==> src/rtl/uart_tx_slave_pkg.sv <==
// Shared register map, bit positions and transmitter state encoding for the UART TX slave.
package uart_tx_slave_pkg;

  localparam logic [4:0] AddrCr = 5'h00;
  localparam logic [4:0] AddrDr = 5'h04;
  localparam logic [4:0] AddrBr = 5'h08;
  localparam logic [4:0] AddrSr = 5'h0C;

  localparam int unsigned CrTxEn    = 0;
  localparam int unsigned CrFifoClr = 1;

  localparam int unsigned SrBusy  = 0;
  localparam int unsigned SrFull  = 1;
  localparam int unsigned SrEmpty = 2;
  localparam int unsigned SrOvf   = 3;
  localparam int unsigned SrLevel = 8;

  typedef enum logic [1:0] {StIdle, StStart, StData, StStop} tx_state_e;

  // A divider of zero still yields a one-cycle bit.
  function automatic logic [15:0] bit_period(input logic [15:0] br);
    return (br == 16'd0) ? 16'd1 : br;
  endfunction

endpackage

==> src/rtl/uart_tx_slave_if.sv <==
// Simple register bus between a bus master and the UART TX slave.
interface uart_tx_slave_if;
  logic [4:0]  addr;
  logic        re;
  logic        we;
  logic [31:0] wd;
  logic [31:0] rd;

  modport master (output addr, re, we, wd, input rd);
  modport slave  (input addr, re, we, wd, output rd);
endinterface

==> src/rtl/uart_tx_slave_fifo.sv <==
// Byte FIFO with extra-bit pointer wrap; clear has priority over push and pop.
module uart_tx_slave_fifo #(
  parameter int unsigned Depth = 8,
  localparam int unsigned Aw = $clog2(Depth)
) (
  input  logic          clk,
  input  logic          rstn,
  input  logic          clr,
  input  logic          push,
  input  logic          pop,
  input  logic [7:0]    wdata,
  output logic [7:0]    rdata,
  output logic          full,
  output logic          empty,
  output logic [Aw:0]   level
);

  logic [7:0]  mem_q [Depth];
  logic [Aw:0] wr_ptr_q, rd_ptr_q;

  always_ff @(posedge clk or negedge rstn) begin
    if (!rstn) begin
      wr_ptr_q <= '0;
      rd_ptr_q <= '0;
    end else if (clr) begin
      wr_ptr_q <= '0;
      rd_ptr_q <= '0;
    end else begin
      if (push) wr_ptr_q <= wr_ptr_q + 1'b1;
      if (pop)  rd_ptr_q <= rd_ptr_q + 1'b1;
    end
  end

  always_ff @(posedge clk) begin
    if (push && !clr) mem_q[wr_ptr_q[Aw-1:0]] <= wdata;
  end

  assign rdata = mem_q[rd_ptr_q[Aw-1:0]];
  assign level = wr_ptr_q - rd_ptr_q;
  assign empty = (wr_ptr_q == rd_ptr_q);
  assign full  = (level == (Aw+1)'(Depth));

endmodule

==> src/rtl/uart_tx_slave.sv <==
// Register-mapped 8N1 UART transmitter: bus decode, control registers, FIFO and bit FSM.
module uart_tx_slave
  import uart_tx_slave_pkg::*;
#(
  parameter int unsigned FIFO_DEPTH  = 8,
  parameter logic [15:0] DEFAULT_DIV = 16'd434
) (
  input  logic             clk,
  input  logic             rstn,
  uart_tx_slave_if.slave   bus,
  output logic             uart_tx
);

  localparam int unsigned Lw = $clog2(FIFO_DEPTH) + 1;

  logic [4:0]  word;
  logic        wr_cr, wr_dr, wr_br, wr_sr, fifo_clr;
  logic        tx_en_q, ovf_q, ovf_set;
  logic [15:0] br_q;
  logic        push, pop, full, empty, start_ok, bit_done;
  logic [7:0]  fifo_rdata;
  logic [Lw-1:0] level;
  logic [31:0] rd_data;

  tx_state_e   state_q, state_d;
  logic [15:0] cnt_q, cnt_d, div_q, div_d;
  logic [2:0]  bit_idx_q, bit_idx_d;
  logic [7:0]  shift_q, shift_d;

  logic unused_bits;
  assign unused_bits = ^{bus.addr[1:0], bus.wd[31:16]};

  assign word     = {bus.addr[4:2], 2'b00};
  assign wr_cr    = bus.we && (word == AddrCr);
  assign wr_dr    = bus.we && (word == AddrDr);
  assign wr_br    = bus.we && (word == AddrBr);
  assign wr_sr    = bus.we && (word == AddrSr);
  assign fifo_clr = wr_cr && bus.wd[CrFifoClr];

  // A simultaneous pop frees the slot, so a push into a full FIFO still lands.
  assign push    = wr_dr && (!full || pop);
  assign ovf_set = wr_dr && full && !pop;

  uart_tx_slave_fifo #(
    .Depth (FIFO_DEPTH)
  ) u_fifo (
    .clk   (clk),
    .rstn  (rstn),
    .clr   (fifo_clr),
    .push  (push),
    .pop   (pop),
    .wdata (bus.wd[7:0]),
    .rdata (fifo_rdata),
    .full  (full),
    .empty (empty),
    .level (level)
  );

  always_ff @(posedge clk or negedge rstn) begin
    if (!rstn) begin
      tx_en_q <= 1'b0;
      br_q    <= DEFAULT_DIV;
      ovf_q   <= 1'b0;
    end else begin
      if (wr_cr) tx_en_q <= bus.wd[CrTxEn];
      if (wr_br) br_q <= bus.wd[15:0];
      if (ovf_set) ovf_q <= 1'b1;
      else if (wr_sr && bus.wd[SrOvf]) ovf_q <= 1'b0;
    end
  end

  assign start_ok = tx_en_q && !empty && !fifo_clr;
  assign bit_done = (cnt_q == 16'd0);

  always_ff @(posedge clk or negedge rstn) begin
    if (!rstn) begin
      state_q   <= StIdle;
      cnt_q     <= '0;
      div_q     <= 16'd1;
      bit_idx_q <= '0;
      shift_q   <= '0;
    end else begin
      state_q   <= state_d;
      cnt_q     <= cnt_d;
      div_q     <= div_d;
      bit_idx_q <= bit_idx_d;
      shift_q   <= shift_d;
    end
  end

  always_comb begin
    state_d   = state_q;
    cnt_d     = cnt_q;
    div_d     = div_q;
    bit_idx_d = bit_idx_q;
    shift_d   = shift_q;
    pop       = 1'b0;
    unique case (state_q)
      StIdle: begin
        if (start_ok) begin
          pop     = 1'b1;
          state_d = StStart;
          shift_d = fifo_rdata;
          div_d   = bit_period(br_q);
          cnt_d   = bit_period(br_q) - 16'd1;
        end
      end
      StStart: begin
        if (bit_done) begin
          state_d   = StData;
          cnt_d     = div_q - 16'd1;
          bit_idx_d = '0;
        end else begin
          cnt_d = cnt_q - 16'd1;
        end
      end
      StData: begin
        if (bit_done) begin
          cnt_d     = div_q - 16'd1;
          shift_d   = shift_q >> 1;
          bit_idx_d = bit_idx_q + 3'd1;
          if (bit_idx_q == 3'd7) state_d = StStop;
        end else begin
          cnt_d = cnt_q - 16'd1;
        end
      end
      StStop: begin
        if (bit_done) begin
          if (start_ok) begin
            pop     = 1'b1;
            state_d = StStart;
            shift_d = fifo_rdata;
            div_d   = bit_period(br_q);
            cnt_d   = bit_period(br_q) - 16'd1;
          end else begin
            state_d = StIdle;
          end
        end else begin
          cnt_d = cnt_q - 16'd1;
        end
      end
      default: state_d = StIdle;
    endcase
  end

  always_comb begin
    uart_tx = 1'b1;
    unique case (state_q)
      StStart: uart_tx = 1'b0;
      StData:  uart_tx = shift_q[0];
      default: uart_tx = 1'b1;
    endcase
  end

  always_comb begin
    rd_data = '0;
    if (bus.re) begin
      unique case (word)
        AddrCr: rd_data[CrTxEn] = tx_en_q;
        AddrBr: rd_data[15:0] = br_q;
        AddrSr: begin
          rd_data[SrBusy]       = (state_q != StIdle);
          rd_data[SrFull]       = full;
          rd_data[SrEmpty]      = empty;
          rd_data[SrOvf]        = ovf_q;
          rd_data[SrLevel +: Lw] = level;
        end
        default: rd_data = '0;
      endcase
    end
  end

  assign bus.rd = rd_data;

endmodule

==> src/flat_wrapper.sv <==
// flat-port wrapper written by rule: the top's interface ports become plain ports
module uart_tx_slave_flat import uart_tx_slave_pkg::*;
#(
  parameter int unsigned FIFO_DEPTH  = 8,
  parameter logic [15:0] DEFAULT_DIV = 16'd434
)
  (clk, rstn, uart_tx, bus_addr, bus_re, bus_we, bus_wd, bus_rd);
  uart_tx_slave_if bus_i ();
  input  logic clk;
  input  logic rstn;
  output logic uart_tx;
  input wire logic [$bits(bus_i.addr)-1:0] bus_addr;
  input wire logic [$bits(bus_i.re)-1:0] bus_re;
  input wire logic [$bits(bus_i.we)-1:0] bus_we;
  input wire logic [$bits(bus_i.wd)-1:0] bus_wd;
  output wire logic [$bits(bus_i.rd)-1:0] bus_rd;
  assign bus_i.addr = bus_addr;
  assign bus_i.re = bus_re;
  assign bus_i.we = bus_we;
  assign bus_i.wd = bus_wd;
  assign bus_rd = bus_i.rd;
  uart_tx_slave #(.FIFO_DEPTH(FIFO_DEPTH), .DEFAULT_DIV(DEFAULT_DIV)) u_core (.clk(clk), .rstn(rstn), .bus(bus_i), .uart_tx(uart_tx));
endmodule
==> config.mk <==
export PLATFORM = sky130hd
export DESIGN_NAME = uart_tx_slave_flat
export DESIGN_NICKNAME = d
export VERILOG_FILES = /design/src/rtl/uart_tx_slave_pkg.sv /design/src/rtl/uart_tx_slave_if.sv /design/src/rtl/uart_tx_slave_fifo.sv /design/src/rtl/uart_tx_slave.sv /design/src/flat_wrapper.sv
export SDC_FILE = /design/constraint.sdc
export NUM_CORES = 1
export LEC_CHECK = 0
export CORE_ASPECT_RATIO = 0.5
export CORE_MARGIN = 5
export CORE_UTILIZATION = 57
export DETAILED_ROUTE_END_ITERATION = 12
export GPL_TIMING_DRIVEN = 0
export HOLD_SLACK_MARGIN = 0.02
export PLACE_DENSITY = 0.88
export SETUP_SLACK_MARGIN = 0.02
export SLEW_MARGIN = 20
export SYNTH_ARGS = -nofsm -noshare
export SYNTH_HDL_FRONTEND = slang
export SYNTH_SLANG_ARGS = --single-unit
==> constraint.sdc <==
create_clock -name clk -period 3.85 [get_ports clk]
set_input_delay 0.5775 -clock clk [delete_from_list [all_inputs] [get_ports clk]]
set_output_delay 0.5775 -clock clk [all_outputs]
set_load 0.02 [all_outputs]
==> qor.csv <==
metric,value,unit
largest net degree at the start of global routing,55,
Worst Hold Class,flip-flop to flip-flop,
Clock Pin Slew Worst Setup and Hold Paths,0.07,ns
Peak VDD IR,379,uV
mapped cell area,7120,um^2
warnings from Yosys,0,
worst-path fanout max,8,
Iter 0 DRT Violations,537,
I/O pin count,74,
register bit count reported by yosys,135,
R2R Path Start,u_core.cnt_q[0]$_DFF_PN0_,
GRT overflow,0,
RSZ-0062 raised after global routing,yes,
Placed Area,7810,um^2
Max Freq,0.263,GHz
outcome,"complete, no violations",
row cnt,28,
DRT Pass-1 Iters,5,
Final Max Tran Viols,0,
# setup viols final,0,
Least-Margin Pin Slew,0.843,ns
die area,15000,um^2
TritonCTS clock tree,done,
total setup buffers inserted after CTS,0,
Initial Util,59.3,%
Worst slew margin,43.5,%
Worst setup EP type,flip-flop,
Core ar.,12000,um^2
vias in the first global route,5356,
ys flop type,dfrtp_1,
sequential share of the synthesized area,52.0,%
first-pass GRT wire length,28800,um
Post-route DRC,0,
clock latency on the worst-skew pair,0.43,ns
synth top area cells,"edfxtp_1, dfrtp_1, mux4_2",
MaxCap Viol Count,0,
maximum clock path buffer count,2,
fillcell total,814,
FF-to-FF setup slack,0.04,ns
Max Used Layer,met4,
final WL,18000,um
final net count,747,
H-tree lvl count,4,
M1 WL,7370,um
DR WL met2,8810,um
number of antenna diodes,0,
Worst Skew,0.00931,ns
# clock sinks,135,
number of synthesized flops with an enable pin,64,
Setup TNS Final,0,ns
Mapped Cells,618,
Hold EP,u_core.shift_q[5]$_DFFE_PN0P_,
met3 wire length,1420,um
Final period util,98.9,%
die width,168,um
mean routed wirelength per cell,20.7,um
DR vias,5465,
CP arrival,3.86,ns
vias per std cell,6.29,
hold depth,2,
synth unique cells,65,
path depth of the worst reg2reg path,8,
hold wc startpoint,u_core.shift_q[5]$_DFFE_PN0P_,
crit start category,flip-flop,
routability congestion estimate,0.928,
layout cells sized above 1,18.8,%
Tmin final,3.81,ns
required time of the critical path,3.90,ns
Final Hold Vio Count,0,
CTS Buf Count,17,
HPWL after DPL,12400,um
IO buf count,37,
"Power, Total",6.63,mW
fraction of registers with async set/reset,52.6,%
RR Endpoint,u_core.u_fifo.mem_q[1][3]$_DFFE_PP_,
area share of the largest cell type after synthesis,27.0,%
cell taking the most area after synthesis,edfxtp_1,
"Design Area, Final",8470,um^2
Total GRT Usage,25.3,%
Leakage,3.27,nW
initial antenna violation count,0,
average cell area after synthesis,11.5,um^2
Root Buffer,clkbuf_16,
PD cells,783,nW/um^2
Final ANT Viol Nets,0,
Die Height,89.0,um
synth-to-layout area growth,18.9,%
Setup CP Type,flip-flop to flip-flop,
cells in the final DEF, fill, tap and decap left out, types with 4 or more instances in the layout:
master,count
nand3b_1,5
or4_1,5
clkbuf_16,17
and2_1,12
a2bb2oi_1,4
dfrtp_1,64
nor3_1,19
clkdlybuf4s50_1,35
ha_1,14
mux4_2,16
xnor2_1,23
o221ai_1,5
nand2b_1,4
conb_1,16
o22ai_1,5
o32ai_1,4
xor2_1,18
clkbuf_1,20
buf_4,19
mux2i_1,13
edfxtp_1,64
mux2_2,30
nand3_1,17
a21oi_1,30
nor4_1,11
dfstp_2,6
nand2_1,58
inv_8,6
nor2_1,39
inv_1,15
o21ai_0,22
buf_2,4
worst max-delay path by stage:
| stage | startpoint | to | slack [ns] | cells past startpoint |
|---|---|---|---|---|
| 6_report | u_core.cnt_q[0]$_DFF_PN0_ | u_core.u_fifo.mem_q[1][3]$_DFFE_PP_ | 0.04 | 8 |
| 5_1_grt | u_core.cnt_q[0]$_DFF_PN0_ | u_core.u_fifo.mem_q[1][3]$_DFFE_PP_ | -0.14 | 8 |
| 4_1_cts | u_core.u_fifo.rd_ptr_q[1]$_DFFE_PN0P_ | bus_rd[1] | 0.04 | 9 |
| 3_5_place_dp | u_core.u_fifo.rd_ptr_q[1]$_DFFE_PN0P_ | u_core.u_fifo.mem_q[1][5]$_DFFE_PP_ | -0.23 | 10 |
| 3_3_place_gp | u_core.u_fifo.rd_ptr_q[1]$_DFFE_PN0P_ | u_core.u_fifo.mem_q[0][4]$_DFFE_PP_ | -0.94 | 10 |
| 2_1_floorplan | u_core.u_fifo.rd_ptr_q[1]$_DFFE_PN0P_ | u_core.u_fifo.mem_q[0][0]$_DFFE_PP_ | 0.32 | 10 |
synthesized netlist by cell type, types with 2 or more instances:
| master | count |
|---|---|
| and2_1 | 12 |
| a41oi_1 | 2 |
| o22ai_1 | 5 |
| o21a_1 | 3 |
| nand4_1 | 3 |
| nand3_1 | 17 |
| mux4_2 | 16 |
| o32ai_1 | 4 |
| nand3b_1 | 5 |
| nand2_1 | 58 |
| a21oi_1 | 30 |
| mux2_2 | 30 |
| nor3_1 | 23 |
| mux2i_1 | 13 |
| dfrtp_1 | 65 |
| and3b_1 | 2 |
| xnor2_1 | 24 |
| dfstp_2 | 6 |
| xor2_1 | 18 |
| or4_1 | 5 |
| buf_1 | 3 |
| or3_1 | 3 |
| buf_2 | 4 |
| o31ai_1 | 3 |
| clkbuf_1 | 23 |
| and3_1 | 2 |
| a211oi_1 | 3 |
| ha_1 | 14 |
| o311a_1 | 2 |
| o41ai_1 | 3 |
| a32oi_1 | 2 |
| inv_1 | 15 |
| o21ai_0 | 22 |
| edfxtp_1 | 64 |
| a2bb2oi_1 | 4 |
| nor3b_1 | 5 |
| nor2_1 | 41 |
| buf_4 | 17 |
| o221ai_1 | 5 |
| nor4b_1 | 2 |
| nor4_1 | 12 |
| a211o_1 | 2 |
| nand2b_1 | 4 |
final cells by class:
type / instances / area, um^2 / area share (%)
sequential: 135 / 3710 / 43.8
timing repair buffer: 40 / 415 / 4.91
inverter: 16 / 61.3 / 0.724
multi-input combinational: 434 / 3210 / 37.9
buffer: 47 / 260 / 3.07
clock buffer: 17 / 425 / 5.02
tap: 165 / 206 / 2.44
clock inverter: 15 / 181 / 2.14
metal layers:
metal	track usage [%]	vias to the layer above
met5	0	-
met4	11.0	0
met3	5.43	45
met2	43.3	300
met1	31.9	2715
li1	-	2405
flip-flops by register name (all words and copies together), names as in the netlist:
name / flops
u_core.br_q: 16
u_core.shift_q: 8
u_core.ovf_q: 1
u_core.u_fifo.rd_ptr_q: 4
u_core.cnt_q: 16
u_core.bit_idx_q: 3
u_core.state_q: 2
u_core.u_fifo.wr_ptr_q: 4
u_core.tx_en_q: 1
u_core.u_fifo.mem_q: 64
u_core.div_q: 16
metrics by stage:
stage | setup slack, ns | hold WS [ns] | util (%) | instances
floorplan | 0.322 | 0.282 | - | 633
detailed placement | -0.228 | 0.468 | 65.0 | 837
global route | -0.142 | 0.523 | 70.5 | 869
global placement | -0.940 | 0.461 | 64.5 | 835
CTS | 0.0416 | 0.490 | 70.2 | 869
finish | 0.0439 | 0.490 | 70.5 | 869
power breakdown:
group          total (mW)  internal (mW)  switching, mW
clock                1.67          0.931          0.741
sequential           2.17           1.82          0.341
combinational        2.79           1.13           1.66
what timing repair did:
item	in CTS	in global routing
hold endpoints to repair	16	0
setup endpoints to repair	59	53
hold buffers	1	0
pin swaps	0	0
gates resized for setup	6	6
worst max-delay path, stage by stage, from the launching register on:
cell and delay [ns]:
dfrtp_1 0.40, inv_1 0.12, ha_1 0.30, or3b_2 0.53, nor4_4 0.42, a21oi_2 0.26
o311ai_4 0.44, nand2_2 0.22, nor3_2 0.74
cell families (layout without fill, tap and decap cells):
kind of cell | after synthesis | in the layout | share of synthesized area, %
adder cells (fa/ha/maj) | 15 | 15 | 2.74
XOR/XNOR | 42 | 42 | 5.17
AND/OR/NAND/NOR | 200 | 200 | 14.2
buffers and inverters | 64 | 135 | 4.44
multiplexers | 60 | 60 | 11.8
AO/OA/AOI/OAI | 101 | 101 | 9.58
other | 1 | 16 | 0.0527
flip-flops | 135 | 135 | 52.0
Note: power is estimated with default switching activity, not from simulation.
